**src/rtl/cellram_sched_pkg.sv**
```systemverilog
// rtl/cellram_sched_pkg.sv - shared state encoding and owner codes for the cellram Wishbone scheduler
package cellram_sched_pkg;

  typedef enum logic [1:0] {
    IDLE   = 2'd0,
    GNT_M0 = 2'd1,
    GNT_M1 = 2'd2,
    DRAIN  = 2'd3
  } state_t;

  localparam logic [1:0] MST_NONE = 2'b00;
  localparam logic [1:0] MST_M0   = 2'b01;
  localparam logic [1:0] MST_M1   = 2'b10;

  // Owner code shown on mst_sel_o for a given scheduler state
  function automatic logic [1:0] owner_of(input state_t st);
    case (st)
      GNT_M0:  owner_of = MST_M0;
      GNT_M1:  owner_of = MST_M1;
      default: owner_of = MST_NONE;
    endcase
  endfunction

endpackage

```
**src/rtl/sched_watchdog.sv**
```systemverilog
// rtl/sched_watchdog.sv - slave ack watchdog: counts strobed cycles without ack, flags timeout
module sched_watchdog #(
  parameter int TIMEOUT_CYCLES = 64
) (
  input  logic clk,
  input  logic rst_n,
  input  logic active,
  input  logic ack,
  input  logic clear,
  output logic timeout
);

  localparam int CW = (TIMEOUT_CYCLES > 2) ? $clog2(TIMEOUT_CYCLES) : 1;
  localparam logic [CW-1:0] LAST = CW'(TIMEOUT_CYCLES - 1);

  logic [CW-1:0] to_cnt;

  // An ack in the same cycle as the last count suppresses the timeout
  assign timeout = active && !ack && (to_cnt == LAST);

  // Count strobed cycles still waiting for ack; restart on ack or owner change
  always_ff @(posedge clk) begin
    if (!rst_n) begin
      to_cnt <= '0;
    end else if (clear || ack) begin
      to_cnt <= '0;
    end else if (active && !timeout) begin
      to_cnt <= to_cnt + 1'b1;
    end
  end

endmodule

```
**src/rtl/cellram_wb_sched.sv**
```systemverilog
// rtl/cellram_wb_sched.sv - two-master Wishbone scheduler for cellram with m1 fairness and ack watchdog (optional stats: CELLRAM_SCHED_STATS_EN)
module cellram_wb_sched
  import cellram_sched_pkg::*;
#(
  parameter int AW             = 32,
  parameter int DW             = 32,
  parameter int M0_MAX_GRANTS  = 4,
  parameter int TIMEOUT_CYCLES = 64
) (
  input  logic            wb_clk_i,
  input  logic            wb_rst_n_i,
  input  logic [AW-1:0]   wb_m0_adr_i,
  input  logic [DW-1:0]   wb_m0_dat_i,
  input  logic [DW/8-1:0] wb_m0_sel_i,
  input  logic            wb_m0_cyc_i,
  input  logic            wb_m0_stb_i,
  input  logic            wb_m0_we_i,
  output logic [DW-1:0]   wb_m0_dat_o,
  output logic            wb_m0_ack_o,
  output logic            wb_m0_err_o,
  input  logic [AW-1:0]   wb_m1_adr_i,
  input  logic [DW-1:0]   wb_m1_dat_i,
  input  logic [DW/8-1:0] wb_m1_sel_i,
  input  logic            wb_m1_cyc_i,
  input  logic            wb_m1_stb_i,
  input  logic            wb_m1_we_i,
  output logic [DW-1:0]   wb_m1_dat_o,
  output logic            wb_m1_ack_o,
  output logic            wb_m1_err_o,
  output logic [AW-1:0]   wb_s0_adr_o,
  output logic [DW-1:0]   wb_s0_dat_o,
  output logic [DW/8-1:0] wb_s0_sel_o,
  output logic            wb_s0_we_o,
  output logic            wb_s0_cyc_o,
  output logic            wb_s0_stb_o,
  input  logic [DW-1:0]   wb_s0_dat_i,
  input  logic            wb_s0_ack_i,
`ifdef CELLRAM_SCHED_STATS_EN
  output logic [15:0]     stat_m0_grants_o,
  output logic [15:0]     stat_m1_grants_o,
  output logic [7:0]      stat_timeouts_o,
`endif
  output logic [1:0]      mst_sel_o
);

  localparam int SW = $clog2(M0_MAX_GRANTS + 1);
  localparam logic [SW-1:0] STARVE_MAX = SW'(M0_MAX_GRANTS);

  state_t        state, state_next;
  logic          drain_m1;
  logic [SW-1:0] starve_cnt;
  logic          timeout;
  logic          state_chg;
  logic          enter_m0, enter_m1;

  assign state_chg = (state_next != state);
  assign enter_m0  = (state == IDLE) && (state_next == GNT_M0);
  assign enter_m1  = (state == IDLE) && (state_next == GNT_M1);

  // Next-state: arbitrate in IDLE, hold grant while cyc is high, drain after a timeout
  always_comb begin
    state_next = state;
    case (state)
      IDLE: begin
        if (wb_m0_cyc_i && wb_m1_cyc_i) begin
          state_next = (starve_cnt == STARVE_MAX) ? GNT_M1 : GNT_M0;
        end else if (wb_m0_cyc_i) begin
          state_next = GNT_M0;
        end else if (wb_m1_cyc_i) begin
          state_next = GNT_M1;
        end
      end
      GNT_M0: begin
        if (timeout)           state_next = DRAIN;
        else if (!wb_m0_cyc_i) state_next = IDLE;
      end
      GNT_M1: begin
        if (timeout)           state_next = DRAIN;
        else if (!wb_m1_cyc_i) state_next = IDLE;
      end
      DRAIN: begin
        if (drain_m1 ? !wb_m1_cyc_i : !wb_m0_cyc_i) state_next = IDLE;
      end
      default: state_next = IDLE;
    endcase
  end

  // State, owner code and faulting-master memory
  always_ff @(posedge wb_clk_i) begin
    if (!wb_rst_n_i) begin
      state     <= IDLE;
      mst_sel_o <= MST_NONE;
      drain_m1  <= 1'b0;
    end else begin
      state     <= state_next;
      mst_sel_o <= owner_of(state_next);
      if (timeout) drain_m1 <= (state == GNT_M1);
    end
  end

  // Fairness: count m0 grants taken while m1 waits, saturating at the limit
  always_ff @(posedge wb_clk_i) begin
    if (!wb_rst_n_i) begin
      starve_cnt <= '0;
    end else if (state == IDLE) begin
      if (enter_m1 || !wb_m1_cyc_i) begin
        starve_cnt <= '0;
      end else if (enter_m0 && (starve_cnt != STARVE_MAX)) begin
        starve_cnt <= starve_cnt + 1'b1;
      end
    end
  end

  // Bus steering: only the owner reaches the slave and sees ack/data
  always_comb begin
    wb_s0_adr_o = '0;
    wb_s0_dat_o = '0;
    wb_s0_sel_o = '0;
    wb_s0_we_o  = 1'b0;
    wb_s0_cyc_o = 1'b0;
    wb_s0_stb_o = 1'b0;
    wb_m0_dat_o = '0;
    wb_m0_ack_o = 1'b0;
    wb_m1_dat_o = '0;
    wb_m1_ack_o = 1'b0;
    case (state)
      GNT_M0: begin
        wb_s0_adr_o = wb_m0_adr_i;
        wb_s0_dat_o = wb_m0_dat_i;
        wb_s0_sel_o = wb_m0_sel_i;
        wb_s0_we_o  = wb_m0_we_i;
        wb_s0_cyc_o = wb_m0_cyc_i;
        wb_s0_stb_o = wb_m0_stb_i;
        wb_m0_dat_o = wb_s0_dat_i;
        wb_m0_ack_o = wb_s0_ack_i;
      end
      GNT_M1: begin
        wb_s0_adr_o = wb_m1_adr_i;
        wb_s0_dat_o = wb_m1_dat_i;
        wb_s0_sel_o = wb_m1_sel_i;
        wb_s0_we_o  = wb_m1_we_i;
        wb_s0_cyc_o = wb_m1_cyc_i;
        wb_s0_stb_o = wb_m1_stb_i;
        wb_m1_dat_o = wb_s0_dat_i;
        wb_m1_ack_o = wb_s0_ack_i;
      end
      default: ;
    endcase
  end

  assign wb_m0_err_o = timeout && (state == GNT_M0);
  assign wb_m1_err_o = timeout && (state == GNT_M1);

  sched_watchdog #(
    .TIMEOUT_CYCLES(TIMEOUT_CYCLES)
  ) u_watchdog (
    .clk     (wb_clk_i),
    .rst_n   (wb_rst_n_i),
    .active  (wb_s0_stb_o),
    .ack     (wb_s0_ack_i),
    .clear   (state_chg),
    .timeout (timeout)
  );

`ifdef CELLRAM_SCHED_STATS_EN
  // Wrapping grant and timeout statistics
  always_ff @(posedge wb_clk_i) begin
    if (!wb_rst_n_i) begin
      stat_m0_grants_o <= '0;
      stat_m1_grants_o <= '0;
      stat_timeouts_o  <= '0;
    end else begin
      if (enter_m0) stat_m0_grants_o <= stat_m0_grants_o + 16'd1;
      if (enter_m1) stat_m1_grants_o <= stat_m1_grants_o + 16'd1;
      if (timeout)  stat_timeouts_o  <= stat_timeouts_o + 8'd1;
    end
  end
`else
  // Statistics counters are not built in this configuration
`endif

endmodule

```
**config.mk**
```make
export PLATFORM = sky130hd
export DESIGN_NAME = cellram_wb_sched
export DESIGN_NICKNAME = d
export VERILOG_FILES = /design/src/rtl/cellram_sched_pkg.sv /design/src/rtl/sched_watchdog.sv /design/src/rtl/cellram_wb_sched.sv
export SDC_FILE = /design/constraint.sdc
export NUM_CORES = 1
export LEC_CHECK = 0
export CELL_PAD_IN_SITES_DETAIL_PLACEMENT = 1
export CELL_PAD_IN_SITES_GLOBAL_PLACEMENT = 1
export CORE_MARGIN = 4
export CORE_UTILIZATION = 16
export DETAILED_ROUTE_END_ITERATION = 8
export HOLD_SLACK_MARGIN = 0.08
export PLACE_DENSITY_LB_ADDON = 0.3
export SLEW_MARGIN = 0
export SYNTH_ARGS = -nofsm -noshare
export SYNTH_HDL_FRONTEND = slang
export SYNTH_SLANG_ARGS = --single-unit
```
**constraint.sdc**
```tcl
create_clock -name wb_clk_i -period 7.26 [get_ports wb_clk_i]
set_input_delay 0.726 -clock wb_clk_i [delete_from_list [all_inputs] [get_ports wb_clk_i]]
set_output_delay 0.726 -clock wb_clk_i [all_outputs]
set_load 0.01 [all_outputs]
```
==> summary by stage <==
Clocking
In this run, post-CTS repair resized a total of 0 instances. In this run, CTS created clock tree buffers numbering 3. In this run, post-CTS hold repair placed 0 buffers.

The later pin in the worst-skew pair is clocked with a latency of 0.24 ns. The number of sinks handled by clock tree synthesis is 14. The maximum level of the CTS H-tree is 1. After clock tree synthesis, the clock-pin slew on the worst setup and hold paths is roughly 0.050 ns. Buffers added to address setup during post-CTS repair amount to 0. The clock passes through at most 2 buffers. TritonCTS built the clock tree. The cell at the root of the clock tree is sky130_fd_sc_hd__clkbuf_16.

Timing
The final worst-path cycle share is 0.6099. The final critical path time including I/O delays and setup is between 4 and 5 ns. The measured slew at the worst slew-check pin is 1.081 ns. The final-report hold violation count is 0. Setup violations remaining at the end of the flow were counted as 0.

The number of pins with negative max-slew slack in the final report was 0. Between clock sinks in the finished design, the worst skew comes to 0.003259 ns. Setup repair after global routing left no endpoint under its margin. The worst-case hold slack is 0.4971 ns.

Timing would allow up to 0.2259 GHz. The worst pin sits at a relative slew slack of 0.2797. The summed negative setup slack over all endpoints is 0 ns.

Synth
The count of synthesis-stage warnings from yosys is 0. The sequential share of the synthesized area is 0.1184. The most used flip-flop cell after synthesis is sky130_fd_sc_hd__dfxtp_1. The count of mapped cells out of synthesis is 354. The synthesis-stage register bit count is 14.

The synthesized design contains 0 enable-type register cells. In this run the cell area of the synthesized design comes to 2367 sq um. The synthesized netlist contains 46 unique library cells.

The share of synthesized registers carrying an async set or reset is 0. The mean cell area of the mapped netlist is between 6 and 7 sq um. Counting every net in the synthesized netlist gives 539.

Layout
The layout filler cell count is between 1500 and 2000. The finished cells cover between 5000 and 6000 sq um. The net count of the finished layout is approximately 830. The number of inserted diodes is 0. The area growth from synthesis to layout is 142.7%.

In the final layout, the multi-input gates occupy 1938 sq um. Across the whole layout, storage elements account for 280.3 sq um. The share of cells above drive strength 1 is 0.02656. Leaving out filler cells and counting taps, the final layout contains roughly 800.

Global routing
The maximum number of pins on one net before global-route repair is 107. The first global-routing pass estimated 24.57 mm of wire. The number of global-route vias before repair was 4176. The aggregate global routing overflow is 0.

For this run, the total global-route usage over all layers was measured as 0.1860. The number of antenna violations at the first check in global routing is 0.

Worst setup path
Grouping stages by cell kind, the critical path spends the most delay in buffers and inverters. The most critical setup path has its startpoint at state[1]$_SDFF_PN0_. The cell type of the slowest stage on the worst timing path is sky130_fd_sc_hd__buf_4.

The worst setup path is captured at a primary output. The endpoint arrival time on the critical path is 3.70 ns. The delay contributed by the slowest stage of the critical path is 0.61 ns. The critical path goes through inv_1, ha_4, buf_4, a22o_1, nor4b_4, and2_1, clkdlybuf4s50_1. The count of buffering cells on the critical path with inverters included is 3. The required time of the critical path is 6.53 ns. The critical path launch point type is a register. The kind of critical path is reg -> out. In this run the worst path has a maximum fanout of 61. The slack of the worst reg-to-reg path is 3.77 ns. The launch instance of the worst register-to-register path is state[1]$_SDFF_PN0_.

Routing
The routed length on met1 is just under 6 mm. The per-cell routed wire length is 20.47 um. The first-iteration detailed-routing DRC count is ~120. For this run, the detailed router's first-pass iteration total came to 4.

Dividing the detail-routed via count by the number of cells gives 4.597. The residual DRC count is 0. The number of nets still failing antenna checks after routing is 0.

Across all layers, the routed design uses 3788 vias. The routed design uses between 1 and 1.5 mm of met3 wire. The highest metal layer with signal wires is met4.

The post-detailed-routing wire length is 16.87 mm. The routed design uses 9.395 mm of met2 wire.

Power
The total power divided by cell area is 252.9 nW/um^2. Across the VDD grid, the largest voltage drop is 0.0001490 V. Summed over all cells, the static leakage comes to 0.001999 uW.

Floorplanning
The floorplan has 44 rows. The initial core utilization is 0.1629. The core region is 14530 sq um. During I/O placement, the number of pins put on the boundary was 318.

The die covers 16810 sq um. From bottom edge to top edge, the die measures 129.6 um. The die is 129.6 um wide.

Place
In this run the tool buffered the top-level ports with around 320 buffer cells. The number of placed instances with taps included is 821. The instance area after placement is 5670 sq um. The detailed placement HPWL is 14.01 mm. The final weighted congestion in routability-driven placement is between 0.8 and 0.9.

Job
The number of maximum-capacitance constraint violations is 0.

Hold path
The startpoint identified for the worst hold timing path is starve_cnt[0]$_SDFFE_PN0P_. The worst hold path belongs to the class reg -> reg.

Status
The run finished with clean final reports.
==> routing by layer <==
metal | up-vias | global-route usage
li1 | 1821 | -
met1 | 1818 | 0.1942
met2 | 141 | 0.3585
met3 | 8 | 0.07172
met4 | 0 | 0.02628
met5 | - | 0
==> layout make-up <==
type,instances,area share
clock buffer,3,0.01307
tap,184,0.04007
multi-input combinational,295,0.3373
sequential,14,0.04878
inverter,9,0.005880
timing repair buffer,319,0.5549
==> kinds of logic (layout without fill, tap and decap cells) <==
logic type / after synthesis / in the layout / share of synthesized area
DFF: 14 / 14 / 0.1184
and+or+nand+nor: 177 / 177 / 0.4038
muxes: 1 / 1 / 0.004228
adders and majority gates: 8 / 8 / 0.04228
buffers and inverters: 45 / 331 / 0.07346
AOI/OAI and AO/OA: 104 / 104 / 0.3393
xor gates and xnor gates: 5 / 5 / 0.01850
==> synth_stat cells (all sizes together), types with 2 or more instances <==
library cell	n	share of area
inv	9	0.014
o21a	2	0.0063
o31ai	2	0.0063
a221oi	2	0.0074
o21ai	2	0.0042
nand3	7	0.017
and3	3	0.0079
a22oi	70	0.22
ha	8	0.042
dfxtp	14	0.12
clkbuf	30	0.048
and2	68	0.18
o2111ai	2	0.017
nor4b	2	0.014
buf	6	0.012
o211ai	2	0.0063
nor2	76	0.12
nand2	9	0.014
a22o	3	0.011
a21oi	10	0.021
xnor2	5	0.018
nor3b	4	0.013
==> power breakdown <==
group          leakage [uW]  total (uW)  internal [uW]  switching (uW)
registers          0.000113         108           87.8            20.4
logic               0.00185        1240            593             650
clock network     0.0000370         102           72.0            30.0
==> registers in the layout, indices dropped and copies added, names as in the netlist <==
name	count
u_watchdog.to_cnt	6
starve_cnt	3
mst_sel_o	2
state	2
drain_m1	1
==> worst min-delay path: stages (launching register included) <==
cell	delay (ns)
sky130_fd_sc_hd__dfxtp_1	0.33
sky130_fd_sc_hd__nand2_1	0.06
sky130_fd_sc_hd__o22ai_1	0.05
==> stage by stage <==
step / worst slack (ns) / util / total power [uW]
after CTS: 2.838 / 0.3953 / 1483
after detailed placement: 3.097 / 0.3902 / 1369
after floorplan: 4.657 / - / 746.8
after global routing: 2.547 / 0.3953 / 1578
after global placement: 3.204 / 0.3902 / 1354
final: 2.832 / 0.3953 / 1453
==> worst paths after layout <==
check                                                         end  depth (start not counted)
worst max-delay path                                  wb_m1_err_o                          7
worst min-delay path                   starve_cnt[0]$_SDFFE_PN0P_                          2
worst max register to register  u_watchdog.to_cnt[3]$_SDFFE_PP0P_                          8
worst min register to register         starve_cnt[0]$_SDFFE_PN0P_                          2
==> cells in the final DEF (no fill, tap or decap), types with 2 or more instances in the layout <==
cell,count
sky130_fd_sc_hd__a21oi_1,10
sky130_fd_sc_hd__a221oi_1,2
sky130_fd_sc_hd__a22o_1,3
sky130_fd_sc_hd__a22oi_1,70
sky130_fd_sc_hd__and2_1,68
sky130_fd_sc_hd__and3_1,3
sky130_fd_sc_hd__buf_4,2
sky130_fd_sc_hd__clkbuf_16,3
sky130_fd_sc_hd__clkdlybuf4s50_1,317
sky130_fd_sc_hd__dfxtp_1,14
sky130_fd_sc_hd__ha_1,6
sky130_fd_sc_hd__ha_4,2
sky130_fd_sc_hd__inv_1,8
sky130_fd_sc_hd__nand2_1,9
sky130_fd_sc_hd__nand3_1,6
sky130_fd_sc_hd__nor2_1,76
sky130_fd_sc_hd__nor3b_1,4
sky130_fd_sc_hd__o211ai_1,2
sky130_fd_sc_hd__o21a_1,2
sky130_fd_sc_hd__o21ai_0,2
sky130_fd_sc_hd__o31ai_1,2
sky130_fd_sc_hd__xnor2_1,5
(Power assumes the default switching activity.)
